==> src/rtl/grid_locator.sv <==
// grid_locator: maps raw hdata/vdata to registered board cell row/col, in-cell offsets and grid-line flag
//   clk, reset      pixel clock, synchronous active-high reset
//   hdata, vdata    raw pixel coordinates from the timing generator
//   de_in / de_out  data enable in, and delayed one clk to match the outputs
//   col, row        cell index of the pixel sampled last cycle (N_CELLS marks the closing border)
//   x_off, y_off    offset of that pixel inside its cell
//   in_grid         pixel lies on the board span, closing border included
//   cell_valid      in_grid, inside a real cell, and de_out set
//   grid_line       in_grid and on a cell border line
module grid_locator #(
    parameter int WIDTH = 12,
    parameter int GRID_X0 = 50,
    parameter int GRID_Y0 = 50,
    parameter int CELL = 50,
    parameter int N_CELLS = 10,
    localparam int OW = $clog2(CELL),
    localparam int CW = $clog2(N_CELLS + 1)
) (
    input  logic             clk,
    input  logic             reset,
    input  logic [WIDTH-1:0] hdata,
    input  logic [WIDTH-1:0] vdata,
    input  logic             de_in,
    output logic             de_out,
    output logic [CW-1:0]    col,
    output logic [CW-1:0]    row,
    output logic [OW-1:0]    x_off,
    output logic [OW-1:0]    y_off,
    output logic             in_grid,
    output logic             cell_valid,
    output logic             grid_line
);
    logic in_x, in_y, nx_in_x, nx_in_y, nx_grid;
    logic x_hit, x_end, x_wrap, x_clr, y_hit, y_end, y_wrap, y_clr, line_start;
    logic [CW-1:0] nx_col, nx_row;
    logic [OW-1:0] nx_x_off, nx_y_off;

    // Cell position is tracked with counters that restart on the border hit,
    // so no divide or modulo is ever applied to the raw coordinates.
    always_comb begin
        x_hit = hdata == WIDTH'(GRID_X0);
        x_end = col == CW'(N_CELLS);
        x_wrap = x_off == OW'(CELL - 1);
        x_clr = x_hit || !in_x || x_end;
        nx_in_x = x_hit || (in_x && !x_end);
        nx_col = x_clr ? '0 : x_wrap ? col + CW'(1) : col;
        nx_x_off = (x_clr || x_wrap) ? '0 : x_off + OW'(1);
        // Y advances once per line, on the cycle hdata wraps to 0.
        line_start = hdata == '0;
        y_hit = vdata == WIDTH'(GRID_Y0);
        y_end = row == CW'(N_CELLS);
        y_wrap = y_off == OW'(CELL - 1);
        y_clr = y_hit || !in_y || y_end;
        nx_in_y = line_start ? (y_hit || (in_y && !y_end)) : in_y;
        nx_row = !line_start ? row : y_clr ? '0 : y_wrap ? row + CW'(1) : row;
        nx_y_off = !line_start ? y_off : (y_clr || y_wrap) ? '0 : y_off + OW'(1);
        nx_grid = nx_in_x && nx_in_y;
    end

    always_ff @(posedge clk) begin
        if (reset) begin
            in_x <= 1'b0;
            in_y <= 1'b0;
            col <= '0;
            row <= '0;
            x_off <= '0;
            y_off <= '0;
            de_out <= 1'b0;
            in_grid <= 1'b0;
            cell_valid <= 1'b0;
            grid_line <= 1'b0;
        end else begin
            in_x <= nx_in_x;
            in_y <= nx_in_y;
            col <= nx_col;
            row <= nx_row;
            x_off <= nx_x_off;
            y_off <= nx_y_off;
            de_out <= de_in;
            in_grid <= nx_grid;
            cell_valid <= nx_grid && nx_col < CW'(N_CELLS) && nx_row < CW'(N_CELLS) && de_in;
            grid_line <= nx_grid && (nx_x_off == '0 || nx_y_off == '0);
        end
    end
endmodule
==> config.mk <==
export PLATFORM = sky130hd
export DESIGN_NAME = grid_locator
export DESIGN_NICKNAME = d
export VERILOG_FILES = /design/src/rtl/grid_locator.sv
export SDC_FILE = /design/constraint.sdc
export NUM_CORES = 1
export LEC_CHECK = 0
export CORE_AREA = 2 2 51 76
export CTS_CLUSTER_SIZE = 25
export DETAILED_ROUTE_END_ITERATION = 8
export DIE_AREA = 0 0 53 78
export HOLD_SLACK_MARGIN = 0.08
export PLACE_DENSITY = 0.78
export SYNTH_ARGS = -nofsm -noshare
export SYNTH_HDL_FRONTEND = slang
export SYNTH_SLANG_ARGS = --single-unit
==> constraint.sdc <==
create_clock -name clk -period 2.4 [get_ports clk]
set_input_delay 0.48 -clock clk [delete_from_list [all_inputs] [get_ports clk]]
set_output_delay 0.48 -clock clk [all_outputs]
set_load 0.02 [all_outputs]
==> Yosys cells after proc, flatten, opt, wreduce, memory -nomap -nowiden <==
Cells that the tools add are included.
{ "totals": {"register_bits": 26, "inputBits": 27, "out_inout_bits": 24, "elab_cells": 54} }
{ "op_classes": {"n_addsub": 4, "order_cmp": 2, "n_eq_ne": 6, "n_mux": 9, "n_reduce_logical": 23} }
{ "ops": {"columns": ["op", "n"], "rows": [
  ["== test 12 x 6 -> 1 bit (second input constant)", 2],
  ["2-to-1 mux 4 bit", 5],
  ["2-to-1 mux 6 bit", 3],
  ["adder 6 x 1 -> 6 bit (second input constant)", 2],
  ["== test 6 bit (second input constant)", 2],
  ["zero test 12 bit", 1],
  ["zero test 6 bit", 2],
  ["logical OR 1 bit", 9],
  ["adder 4 x 1 -> 4 bit (second input constant)", 2],
  ["== test 4 bit (second input constant)", 2],
  ["< comparator 4 bit (second input constant)", 2],
  ["logical AND 1 bit", 7],
  ["zero test 1 bit", 4],
  ["2-to-1 mux 1 bit", 1]
]} }

==> Logic depth before layout (Yosys ltp) <==
Gate-level depths: netlist of run 1.
{ "depth": {"depth_word": 9, "depth_mapped": 8, "ltp_nobuf": 7} }

==> Worst setup path after synthesis of run 1 <==
No wires, ideal clock.
{ "synth_path": {"kind": "reg2reg", "start": "register y_off[1]", "end": "register grid_line", "setup_time_ps": 125, "arrival_time_ps": 1773, "slack_ps": 502, "stages_incl_launch_ff": 8, "n_path_buf": 1, "period_less_slack_ps": 1898, "cell_sequence": "dfxtp_1 -> inv_1 -> ha_1 -> and4_2 -> buf_6 -> nor3_2 -> o211ai_1 -> o41a_1"} }
{ "synth_between": {"elab_chain_len": 7} }
{ "synth_rtl": {"columns": ["element", "line", "rtl"], "rows": [
  ["from (decl)", "28", "output logic [OW-1:0] y_off,"],
  ["from (signal assigned)", "78", "y_off <= nx_y_off;"],
  ["branches (longest 3 deep; another with adder 6 x 1 -> 6 bit)", null, null],
  ["2-to-1 mux 6 bit (*)", "56", "nx_y_off = !line_start ? y_off : (y_clr || y_wrap) ? '0 : y_off + OW'(1);"],
  ["zero test 6 bit (*)", "82", "grid_line <= nx_grid && (nx_x_off == '0 || nx_y_off == '0);"],
  ["logical OR 1 bit (*)", "82", null],
  ["logical AND 1 bit (*)", "82", null],
  ["to (signal assigned)", "82", null],
  ["to (decl)", "31", "output logic grid_line"]
]} }
Mark *: on every way between the ends.
A chain may end at the register's enable or synchronous reset.

==> Final worst setup path of run 1 <==
{ "layout_path": {"start": "input port hdata[3]", "end": "register cell_valid"} }
{ "layout_between": {"elab_chain_len": 8} }
{ "layout_rtl": {"columns": ["element", "line", "rtl"], "rows": [
  ["from (decl)", "21", "input logic [WIDTH-1:0] hdata,"],
  ["== test 12 x 6 -> 1 bit", "41", "x_hit = hdata == WIDTH'(GRID_X0);"],
  ["logical OR 1 bit (2 in a row)", "44", "x_clr = x_hit || !in_x || x_end;"],
  ["2-to-1 mux 4 bit", "46", "nx_col = x_clr ? '0 : x_wrap ? col + CW'(1) : col;"],
  ["< comparator 4 bit", "81", "cell_valid <= nx_grid && nx_col < CW'(N_CELLS) && nx_row < CW'(N_CELLS) && de_in;"],
  ["logical AND 1 bit", "81", null],
  ["logical AND 1 bit (*) (2 in a row)", "81", null],
  ["to (signal assigned)", "81", null],
  ["to (decl)", "30", "output logic cell_valid,"]
]} }
Every way passes the cells marked *; elsewhere a longest branch is shown, timed or not.

==> flow_metrics.py, run 1 <==
metrics = {
    "yosys": {
        "yosysUniqueCellTypes": 47,
        "avgSynthCellArea_um2": 8.54,
        "ys_ff_latch": 26,
        "synth.area.top_cells": "dfxtp_1 34%, ha_1 6.5%, nor2_1 6.3%",
        "synth_common_cells": "26 x dfxtp_1, 26 x nor2_1, 11 x nand2_1, 9 x nand3_1",
        "synth-seq-area-share_pct": 33.7,
        "synth_area_mm2": 0.00155,
        "synth_edf_count": 0,
        "ys_warn_count": 0,
        "async_reset_ff_share_pct": 0,
        "ys.flop_type": "dfxtp_1",
        "synth_top_cell_by_area": "dfxtp_1",
        "syn_inst": 181,
        "synth_nets": 216,
        "synth_top_area_share_pct": 33.7,
    },
    "power": {
        "internal_power_mw": 0.698,
        "ir_drop_mv": 0.406,
        "p_seq_share_pct": 50.5,
        "cellPowerDensity_mw_per_mm2": 400,
        "combPwrFrac_pct": 6.8,
        "swShare_pct": 18.4,
        "power_switching_mw": 0.157,
        "power_frac_clock_pct": 42.7,
        "p_leak_nw": 0.758,
    },
    "global_routing": {
        "grtUsageMet2_pct": 34.5,
        "gr-total-overflow": 0,
        "busiest_layer": "met2",
        "grt_pass1_wl_mm": 6.00,
        "grt_usage_pct": 18.6,
        "antenna_found_initial": 0,
        "grt_max_degree": 16,
        "met1_usage_pct": 20.5,
        "grt.met3_usage_pct": 1.73,
        "grt_pass1_vias": 1434,
    },
    "setup_path": {
        "required_ns": 2.57,
        "cp_cell_sequence": "clkdlybuf4s50_1 > nor4_2 > nand4_1 > buf_4 > nor3_1 > xnor2_1 > o2111a_1",
        "path_class": "primary input to register",
        "cpPeakStageDelay_ns": 0.41,
        "path_max_fanout": 12,
        "worstPathArrival_ns": 2.19,
        "crit_path_top_delay_cell": "clkdlybuf4s50_1",
        "worst_setup_path_start_kind": "primary input",
        "crit_path_end_kind": "register",
    },
    "routing": {
        "wl_per_cell_um": 13.2,
        "drc": 0,
        "dr_total_vias": 1512,
        "drtIter0Drc": 42,
        "ant_nets": 0,
        "drt_first_pass_iters": 4,
        "wl_mm": 3.58,
        "avgViaCountPerCell": 5.58,
    },
    "timing": {
        "fmax_mhz": 494,
        "period_share_pct": 84.3,
        "rsz0062_at_grt": "false",
        "setup_tns_ns": 0,
        "whs_ns": 0.530,
        "setup_viol": 0,
        "fin_worst_skew_ns": 0.00172,
        "slew_viol_final": 0,
        "min_period_ns": 2.02,
        "slew-limit-headroom_pct": 68.7,
        "worst_slew_pin_slew_ns": 0.463,
        "timing.final.hold_violations": 0,
    },
    "floorplan": {
        "io_pins": 51,
        "die_height_um": 78,
        "initial_utilization_pct": 45.2,
        "dieWidth_um": 53,
        "rows": 26,
        "design.die.area_mm2": 0.00413,
        "core_mm2": 0.00342,
    },
    "clock_tree": {
        "tritoncts": "done",
        "cts_max_path_buffers": 2,
        "holdBufCountCts": 0,
        "h-tree-depth": 1,
        "postCtsSetupRepairBufs": 0,
        "post_cts_resized": 0,
        "cts.clk_slew.worst_paths_ns": 0.09,
        "cts-buffers-inserted": 3,
        "cts-root-buf": "clkbuf_8",
        "insertion_delay_ns": 0.27,
        "cts.sinks": 26,
    },
    "cells_and_area": {
        "area.sequential_um2": 520,
        "multi_input_area_um2": 942,
        "fillers": 332,
        "antenna_cells": 0,
        "layout.nets": 265,
        "area_growth_pct": 38.5,
        "drive_gt1_share_pct": 8.30,
    },
    "hold_path": {
        "hold_path_class": "register to register",
    },
    "place": {
        "hpwl_mm": 2.77,
        "gp_congestion": 0.860,
        "io_buffers": 50,
    },
    "job": {
        "timing.max_cap.violations": 0,
    },
    "outcome": {
        "status": "completed",
    },
}
-- logic make-up after synthesis --
logic type,after synthesis,synth area share (%)
simple gates,89,33.8
compound gates,27,12.0
flops,26,33.7
buf+inv,16,5.34
xor+xnor,13,7.37
fa+ha+maj,8,6.48
mux,2,1.30
-- cells in the final DEF, fill, tap and decap left out, types with 4 or more instances in the layout --
| cell | Yosys | layout |
|---|---|---|
| nand3_1 | 9 | 9 |
| a21oi_1 | 8 | 8 |
| and3_1 | 5 | 5 |
| dfxtp_1 | 26 | 26 |
| nand4_1 | 6 | 6 |
| clkdlybuf4s50_1 | 0 | 50 |
| xor2_1 | 8 | 8 |
| nand2_1 | 11 | 11 |
| ha_1 | 8 | 8 |
| o21ai_0 | 6 | 6 |
| buf_4 | 0 | 4 |
| inv_1 | 6 | 6 |
| xnor2_1 | 5 | 5 |
| nor2_1 | 26 | 26 |
-- metal layers --
| metal | vias to the layer above | routed length (µm) |
|---|---|---|
| met4 | 0 | 66 |
| met3 | 7 | 113 |
| met5 | - | 0 |
| met1 | 714 | 1410 |
| met2 | 41 | 1990 |
| li1 | 750 | - |
-- worst max-delay path, delay by kind of cell --
family | cells | cell delay (ns)
and+or+nand+nor | 3 | 0.73
AOI/OAI and AO/OA | 1 | 0.25
buffers and inverters | 2 | 0.61
xor gates and xnor gates | 1 | 0.12
-- state kept, by name, summed over array words and instances (netlist names) --
register,cells
cell_valid,1
col,4
de_out,1
grid_line,1
in_grid,1
in_x,1
in_y,1
row,4
x_off,6
y_off,6
-- stage by stage --
step	util, %	instances	total power, mW	setup slack, ns	instance area, µm²
6_report	62.6	271	0.856	0.376	2140
5_1_grt	62.6	271	0.884	0.284	2140
4_1_cts	62.6	271	0.866	0.366	2140
3_5_place_dp	60.5	267	0.501	0.0887	2070
3_3_place_gp	60.5	267	0.500	0.133	2070
2_1_floorplan	-	181	0.452	0.502	1550
-- final timing paths --
kind | start | end | slack [ns] | cells past startpoint
hold reg to reg | x_off[0] | x_off[0] | 0.53 | 1
setup / recovery | hdata[3] | cell_valid | 0.38 | 7
hold / removal | x_off[0] | x_off[0] | 0.53 | 1
setup reg to reg | x_off[0] | cell_valid | 0.42 | 6
-- power groups by stage --
stage	Sequential [mW]	Combinational (mW)	Clock (mW)
2_1_floorplan	0.443	0.00881	0
3_3_place_gp	0.442	0.0575	0
3_5_place_dp	0.442	0.0583	0
4_1_cts	0.432	0.0585	0.375
5_1_grt	0.433	0.0628	0.389
6_report	0.432	0.0582	0.365
-- final cells by class --
cell class | count | share of cell area, %
inverter | 6 | 1.05
multi-input combinational | 139 | 44.0
timing repair buffer | 54 | 24.8
clock buffer | 3 | 1.93
clock inverter | 1 | 1.40
sequential | 26 | 24.3
tap | 42 | 2.46
Note: power is estimated with default switching activity, not from simulation.
==> run 2, diff against run 1 <==
==> config.mk (replaced) <==
export PLATFORM = sky130hd
export DESIGN_NAME = grid_locator
export DESIGN_NICKNAME = d
export VERILOG_FILES = /design/src/rtl/grid_locator.sv
export SDC_FILE = /design/constraint.sdc
export NUM_CORES = 1
export LEC_CHECK = 0
export CORE_AREA = 2 2 54 81
export CTS_CLUSTER_SIZE = 25
export DETAILED_ROUTE_END_ITERATION = 8
export DIE_AREA = 0 0 56 83
export HOLD_SLACK_MARGIN = 0.08
export PLACE_DENSITY = 0.73
export SYNTH_ARGS = -nofsm -noshare
export SYNTH_HDL_FRONTEND = slang
export SYNTH_SLANG_ARGS = --single-unit
==> constraint.sdc (replaced) <==
create_clock -name clk -period 1.76 [get_ports clk]
set_input_delay 0.352 -clock clk [delete_from_list [all_inputs] [get_ports clk]]
set_output_delay 0.352 -clock clk [all_outputs]
set_load 0.02 [all_outputs]
==> run 2 against run 1 <==
Sequential cell count unchanged. Power up 24%. Wire length increased by 12%. Register-to-register slack got worse by 0.35 ns. Critical endpoint is now y_off[1]. Non-clock buffer count rose by 27. Sequential share of layout area fell by 3.2 points. Largest power group unchanged.
==> flow_metrics.py, run 2 (synthesis gave the netlist of run 1 again) <==
metrics = {
    "setup_path": {
        "crit_path_end_kind": "output port",
        "crit_family": "buffers and inverters",
        "r2r-end": "cell_valid",
        "path_max_fanout": 4,
        "r2r_start": "row[0]",
        "cp-startpoint": "y_off[1]",
        "cp.depth": 2,
        "crit_end": "y_off[1]",
        "crit_path_top_delay_cell": "clkdlybuf4s50_1",
        "cpPeakStageDelay_ns": 0.59,
        "worst_setup_path_start_kind": "register",
        "path_class": "register to output port",
        "regToRegSetupSlack_ns": 0.07,
        "worstPathArrival_ns": 1.35,
        "reg2reg_depth": 6,
        "required_ns": 1.41,
        "cp_cell_sequence": "buf_4 > clkdlybuf4s50_1",
        "crit_buf_inv": 2,
    },
    "global_routing": {
        "gr-total-overflow": 0,
        "grt_pass1_vias": 1568,
        "grt_pass1_wl_mm": 6.60,
        "antenna_found_initial": 0,
        "grt_usage_pct": 16.7,
        "grt_max_degree": 15,
    },
    "cells_and_area": {
        "layout_common_cells": "29 x buf_4, 28 x clkdlybuf4s50_1, 26 x nor2_1",
        "reg_top3": "x_off (6), y_off (6)",
        "layout.nets": 292,
        "fillers": 312,
        "layout_commonest_cell": "buf_4",
        "drive_gt1_share_pct": 28.9,
        "antenna_cells": 0,
        "finalNonFillerCells": 301,
        "area_growth_pct": 62.0,
        "final_util_pct": 63.8,
    },
    "power": {
        "ir_drop_mv": 0.358,
        "finalPower_mw": 1.06,
        "cellPowerDensity_mw_per_mm2": 424,
        "p_leak_nw": 1.16,
    },
    "timing": {
        "slew-limit-headroom_pct": 78.8,
        "timing.final.hold_violations": 0,
        "period_share_pct": 96.9,
        "fin_worst_skew_ns": 0.00712,
        "rsz0062_at_grt": "true",
        "whs_ns": 0.489,
        "setup_viol": 0,
        "slew_viol_final": 0,
        "worst_slew_pin_slew_ns": 0.314,
        "setup_tns_ns": 0,
        "fmax_mhz": 586,
        "min_period_ns": 1.71,
    },
    "outcome": {
        "status": "completed",
    },
    "clock_tree": {
        "cts-buffers-inserted": 3,
        "cts_max_path_buffers": 2,
        "h-tree-depth": 1,
        "cts.clk_slew.worst_paths_ns": 0.09,
        "tritoncts": "done",
        "insertion_delay_ns": 0.27,
        "cts-root-buf": "clkbuf_8",
        "cts.sinks": 26,
        "holdBufCountCts": 0,
    },
    "floorplan": {
        "design.die.area_mm2": 0.00465,
        "dieWidth_um": 56,
        "io_pins": 51,
        "core_mm2": 0.00392,
        "die_height_um": 83,
        "rows": 28,
        "initial_utilization_pct": 39.4,
    },
    "hold_path": {
        "hold_path_class": "primary input to register",
        "hold_depth": 4,
        "hold_start": "hdata[6]",
    },
    "routing": {
        "avgViaCountPerCell": 5.33,
        "drtIter0Drc": 38,
        "ant_nets": 0,
        "drt_first_pass_iters": 4,
        "wl_per_cell_um": 13.4,
        "dr_total_vias": 1603,
        "wl_mm": 4.02,
        "drc": 0,
    },
    "place": {
        "dp.cells": 289,
        "io_buffers": 50,
        "gp_congestion": 0.809,
        "hpwl_mm": 2.98,
    },
    "job": {
        "timing.max_cap.violations": 0,
    },
}
[run 2: cell types whose count changed in the layout (fill, tap and decap cells not counted), moves of 3 or more]
cell,change
dlymetal6s2s_1,+14
dfxtp_2,+7
clkdlybuf4s50_1,-22
dfxtp_1,-7
buf_4,+25
dlygate4sd2_1,+4
o21ai_0,-4
clkbuf_2,+3
[run 2: metrics by stage]
step,setup slack (ns),instance area (µm²)
6_report,0.0546,2500
2_1_floorplan,-0.0582,1550
3_5_place_dp,-0.411,2230
4_1_cts,-0.00749,2390
5_1_grt,-0.0346,2500
3_3_place_gp,-0.366,2230
[run 2: worst reg2reg max path, stage by stage (launching register included)]
cell	delay [ns]
dfxtp_2	0.36
inv_1	0.07
ha_1	0.31
and3_1	0.18
a211oi_1	0.28
o221ai_2	0.13
o2111a_1	0.26
[run 2: timing repair]
action,CTS,global route
setup endpoints to repair,18,23
setup buffers,3,5
gates resized for setup,28,35
pin swaps,9,17
cloned,1,0
[run 2: area by class of cell]
class                           count  area, µm²  area share, %
Timing Repair Buffer               81        764           30.5
Inverter                            6       22.5          0.900
Tap cell                           45       56.3           2.25
Clock buffer                        4       55.1           2.20
Sequential cell                    26        529           21.1
Multi-Input combinational cell    139       1080           43.0
[run 2: where the power goes]
| part | internal, mW | switching, mW | total, mW |
|---|---|---|---|
| Clock | 0.200 | 0.187 | 0.387 |
| Sequential | 0.589 | 0.000369 | 0.589 |
| Combinational | 0.0570 | 0.0286 | 0.0857 |
| Total | 0.846 | 0.216 | 1.06 |
[run 2: worst min path at each step]
stage	end	slack, ns
after global routing	in_x	0.52
after floorplan	de_out	0.48
after detailed placement	x_off[0]	0.54
after global placement	in_y	0.53
final	in_x	0.49
after CTS	in_y	0.54
[run 2: metal layers]
metal  wire length, µm  global-route usage (%)  part of all wire [%]  up-vias
met5                 0                       0                     0        -
met4                17                    1.52                  0.42        0
met3               142                    1.87                   3.5        3
met2              2280                    33.7                    57       40
met1              1580                    18.5                    39      756
li1                  -                       -                     -      804
==> run 3, diff against run 2 <==
--- a/config.mk
+++ b/config.mk
@@ -5,6 +5,7 @@
 export SDC_FILE = /design/constraint.sdc
 export NUM_CORES = 1
 export LEC_CHECK = 0
+export CAP_MARGIN = 20
 export CORE_AREA = 2 2 54 81
 export CTS_CLUSTER_SIZE = 25
 export DETAILED_ROUTE_END_ITERATION = 8
==> results of run 3 <==
The final DEF is identical to that of run 2; final timing and power are the same.
==> patch (config.mk and constraints of run 2) <==
Put one more register stage on the output `in_grid`, cleared by the reset. The value now appears one clock later. The other outputs are not delayed to match.
--- a/src/rtl/grid_locator.sv
+++ b/src/rtl/grid_locator.sv
@@ -30,6 +30,8 @@
     output logic             cell_valid,
     output logic             grid_line
 );
+
+    logic in_grid_s0;
     logic in_x, in_y, nx_in_x, nx_in_y, nx_grid;
     logic x_hit, x_end, x_wrap, x_clr, y_hit, y_end, y_wrap, y_clr, line_start;
     logic [CW-1:0] nx_col, nx_row;
@@ -66,7 +68,7 @@
             x_off <= '0;
             y_off <= '0;
             de_out <= 1'b0;
-            in_grid <= 1'b0;
+            in_grid_s0 <= 1'b0;
             cell_valid <= 1'b0;
             grid_line <= 1'b0;
         end else begin
@@ -77,9 +79,17 @@
             x_off <= nx_x_off;
             y_off <= nx_y_off;
             de_out <= de_in;
-            in_grid <= nx_grid;
+            in_grid_s0 <= nx_grid;
             cell_valid <= nx_grid && nx_col < CW'(N_CELLS) && nx_row < CW'(N_CELLS) && de_in;
             grid_line <= nx_grid && (nx_x_off == '0 || nx_y_off == '0);
         end
     end
+    always_ff @(posedge clk) begin
+        if (reset) begin
+            in_grid <= '0;
+        end else begin
+            in_grid <= in_grid_s0;
+        end
+    end
+
 endmodule
Behaviour: not the same (a bounded check fails within 4 cycles, from zero or initial values and one cycle with reset high).
==> patch against run 2 <==
The run now ends with negative setup slack left. Total power fell by 0.38%. Global-route usage up 0.37 points. Sequential cell count rose by 1. Wire length decreased by 2.5%. Worst setup slack worse by 56 ps. Critical endpoint is now cell_valid. Cell area is 5.3% lower. Non-clock buffer count is 11 lower. Count of clock-buffer cells in the layout down 1. Area after synthesis rose by 2.7%. Synthesized cell count rose by 0.55%.
==> patch: results (changes against run 2) <==
Synth
  • Most area-consuming cells after synthesis: sky130_fd_sc_hd__dfxtp_1, sky130_fd_sc_hd__ha_1, sky130_fd_sc_hd__nor2_1
  • Post-synthesis share of cell area spent on xor and xnor gates: 0.0773 (+0.00360)
  • Proportion of synthesized area in mux cells: 0.0134 (+0.000451)
  • Avg Synthesized Cell Area: 8.72 um2 (+2.1%)
  • Number of distinct library cell variants in the gate-level netlist after synthesis: 55 (+17%)
  • Compound-gate portion of the synthesized area: 0.121 (+0.00161)
  • Register area share after synthesis: 0.341 (+0.00385)
  • Synthesized-area fraction occupied by adder cells: 0.0631 (-0.00169)
  • Most frequent cells after synthesis: sky130_fd_sc_hd__dfxtp_1, sky130_fd_sc_hd__nor2_1, sky130_fd_sc_hd__nand3_1, sky130_fd_sc_hd__nand2_1, sky130_fd_sc_hd__xor2_1
  • Synthesized netlist net count: 217 (+0.46%)

Setup path
  • Launching element of the worst setup path: row[1]
  • Crit end category: flip-flop

Pwr
  • LEAKAGE: 1.05 nW (-9.2%)
  • Power density normalized to cell area: 446 mW/mm2 (+5.2%)
  • Net switching power: 0.229 mW (+6.0%)
  • Peak VDD IR: 0.000315 V (-12%)
  • Clock net power: 0.364 mW (-5.9%)

CTS
  • Master cell of the clock root buffer: sky130_fd_sc_hd__clkbuf_8
  • Clock buffer count from CTS: 3 (unchanged)

Placement
  • Cell area after placement: 0.00224 mm2 (+0.50%)
  • Post-placement worst setup slack: -379 ps (+32.6 ps)
  • Half-perimeter wire length of the detailed placement result: 3.05 mm (+2.3%)
  • Routability cong.: 0.789 (-2.4%)
  • Cells after DPL: 286 (-1.0%)

Detailed routing
  • Final routed wire length divided by cell count: 13.5 um (+0.81%)
  • Post-DR vias/cell: 5.21 (-2.2%)
  • Wire length on met2: 2.21 mm (-2.9%)
  • Total wire length after detailed routing: 3.92 mm (-2.5%)
  • Initial drt markers: 74 (+95%)
  • Met1 Routed Length: 1.55 mm (-2.0%)
  • Total met3 wirelength after detailed routing: 134 um (-5.6%)

STA
  • Tightest Pin Transition: 400 ps (+85.7 ps)
  • Post-route worst setup slack: -1.54 ps (-56.2 ps)
  • Final Skew: 3.92 ps (-3.20 ps)
  • Sum Neg Setup Slack: -1.54 ps (-1.54 ps)
  • Final setup viols: 1 (+1)

Finish
  • Nets: 282 (-3.4%)
  • Proportion of layout cells with a drive suffix above 1: 0.211 (-0.0777)
  • Fillcell total: 360 (+15%)

Global route
  • Global routing usage on met1: 0.198 (+0.0131)
  • Combined global-route utilization of all metal layers: 0.170 (+0.00369)
  • Met3 usage in global routing: 0.0187 (unchanged)
  • Wire length of the first global-routing pass: 6.61 mm (+0.21%)
  • Pin count of the biggest net entering global routing: 17 (+2)
  • Grt met2 use: 0.323 (-0.0139)
  • Number of global-route vias before repair: 1470 (-6.3%)
  • Antenna violations before repair: 0 (unchanged)

Run status
  • Violations in the final reports: negative setup slack
  • Result of the run: finished with violations
## patch: cell count changes after synthesis, moves of 3 or more
cell,before,now
sky130_fd_sc_hd__a21oi_1,8,3
sky130_fd_sc_hd__o21ai_0,6,1
sky130_fd_sc_hd__a31oi_1,0,4
sky130_fd_sc_hd__nor2_1,26,22
sky130_fd_sc_hd__nand3_1,9,12
sky130_fd_sc_hd__nor3_1,3,6
## patch: worst min-delay path by stage
stage / from / to / slack, ps / cells past startpoint
final: in_grid_s0 / in_grid / 460 / 1
after global routing: in_grid_s0 / in_grid / 480 / 1
after CTS: in_grid_s0 / in_grid / 460 / 1
after detailed placement: in_grid_s0 / in_grid / 440 / 1
after global placement: in_grid_s0 / in_grid / 430 / 1
after floorplan: in_grid_s0 / in_grid / 410 / 1
## patch: cell type report
| type | count | area (um2) | share of cell area |
|---|---|---|---|
| flip-flops and latches | 27 | 558 | 0.235 |
| well taps | 45 | 56.3 | 0.0238 |
| clock buffers | 3 | 41.3 | 0.0174 |
| clock inverters | 1 | 6.26 | 0.00264 |
| inverters | 8 | 32.5 | 0.0137 |
| multi-input cells | 137 | 1010 | 0.426 |
| repair buffers | 70 | 666 | 0.281 |
## patch: worst max-delay path, cell delays in order (launching register included)
cell                      delay, ps
sky130_fd_sc_hd__dfxtp_4        380
sky130_fd_sc_hd__ha_4           240
sky130_fd_sc_hd__nor3b_1        130
sky130_fd_sc_hd__or4_1          420
sky130_fd_sc_hd__o22ai_2        150
sky130_fd_sc_hd__a31oi_1        110
sky130_fd_sc_hd__o221a_1        230
## patch: repair_timing
action                     in CTS  in global routing
pin swaps                       4                  3
setup endpoints to repair      20                 12
resized for setup              24                 13
setup buffers                   0                  1
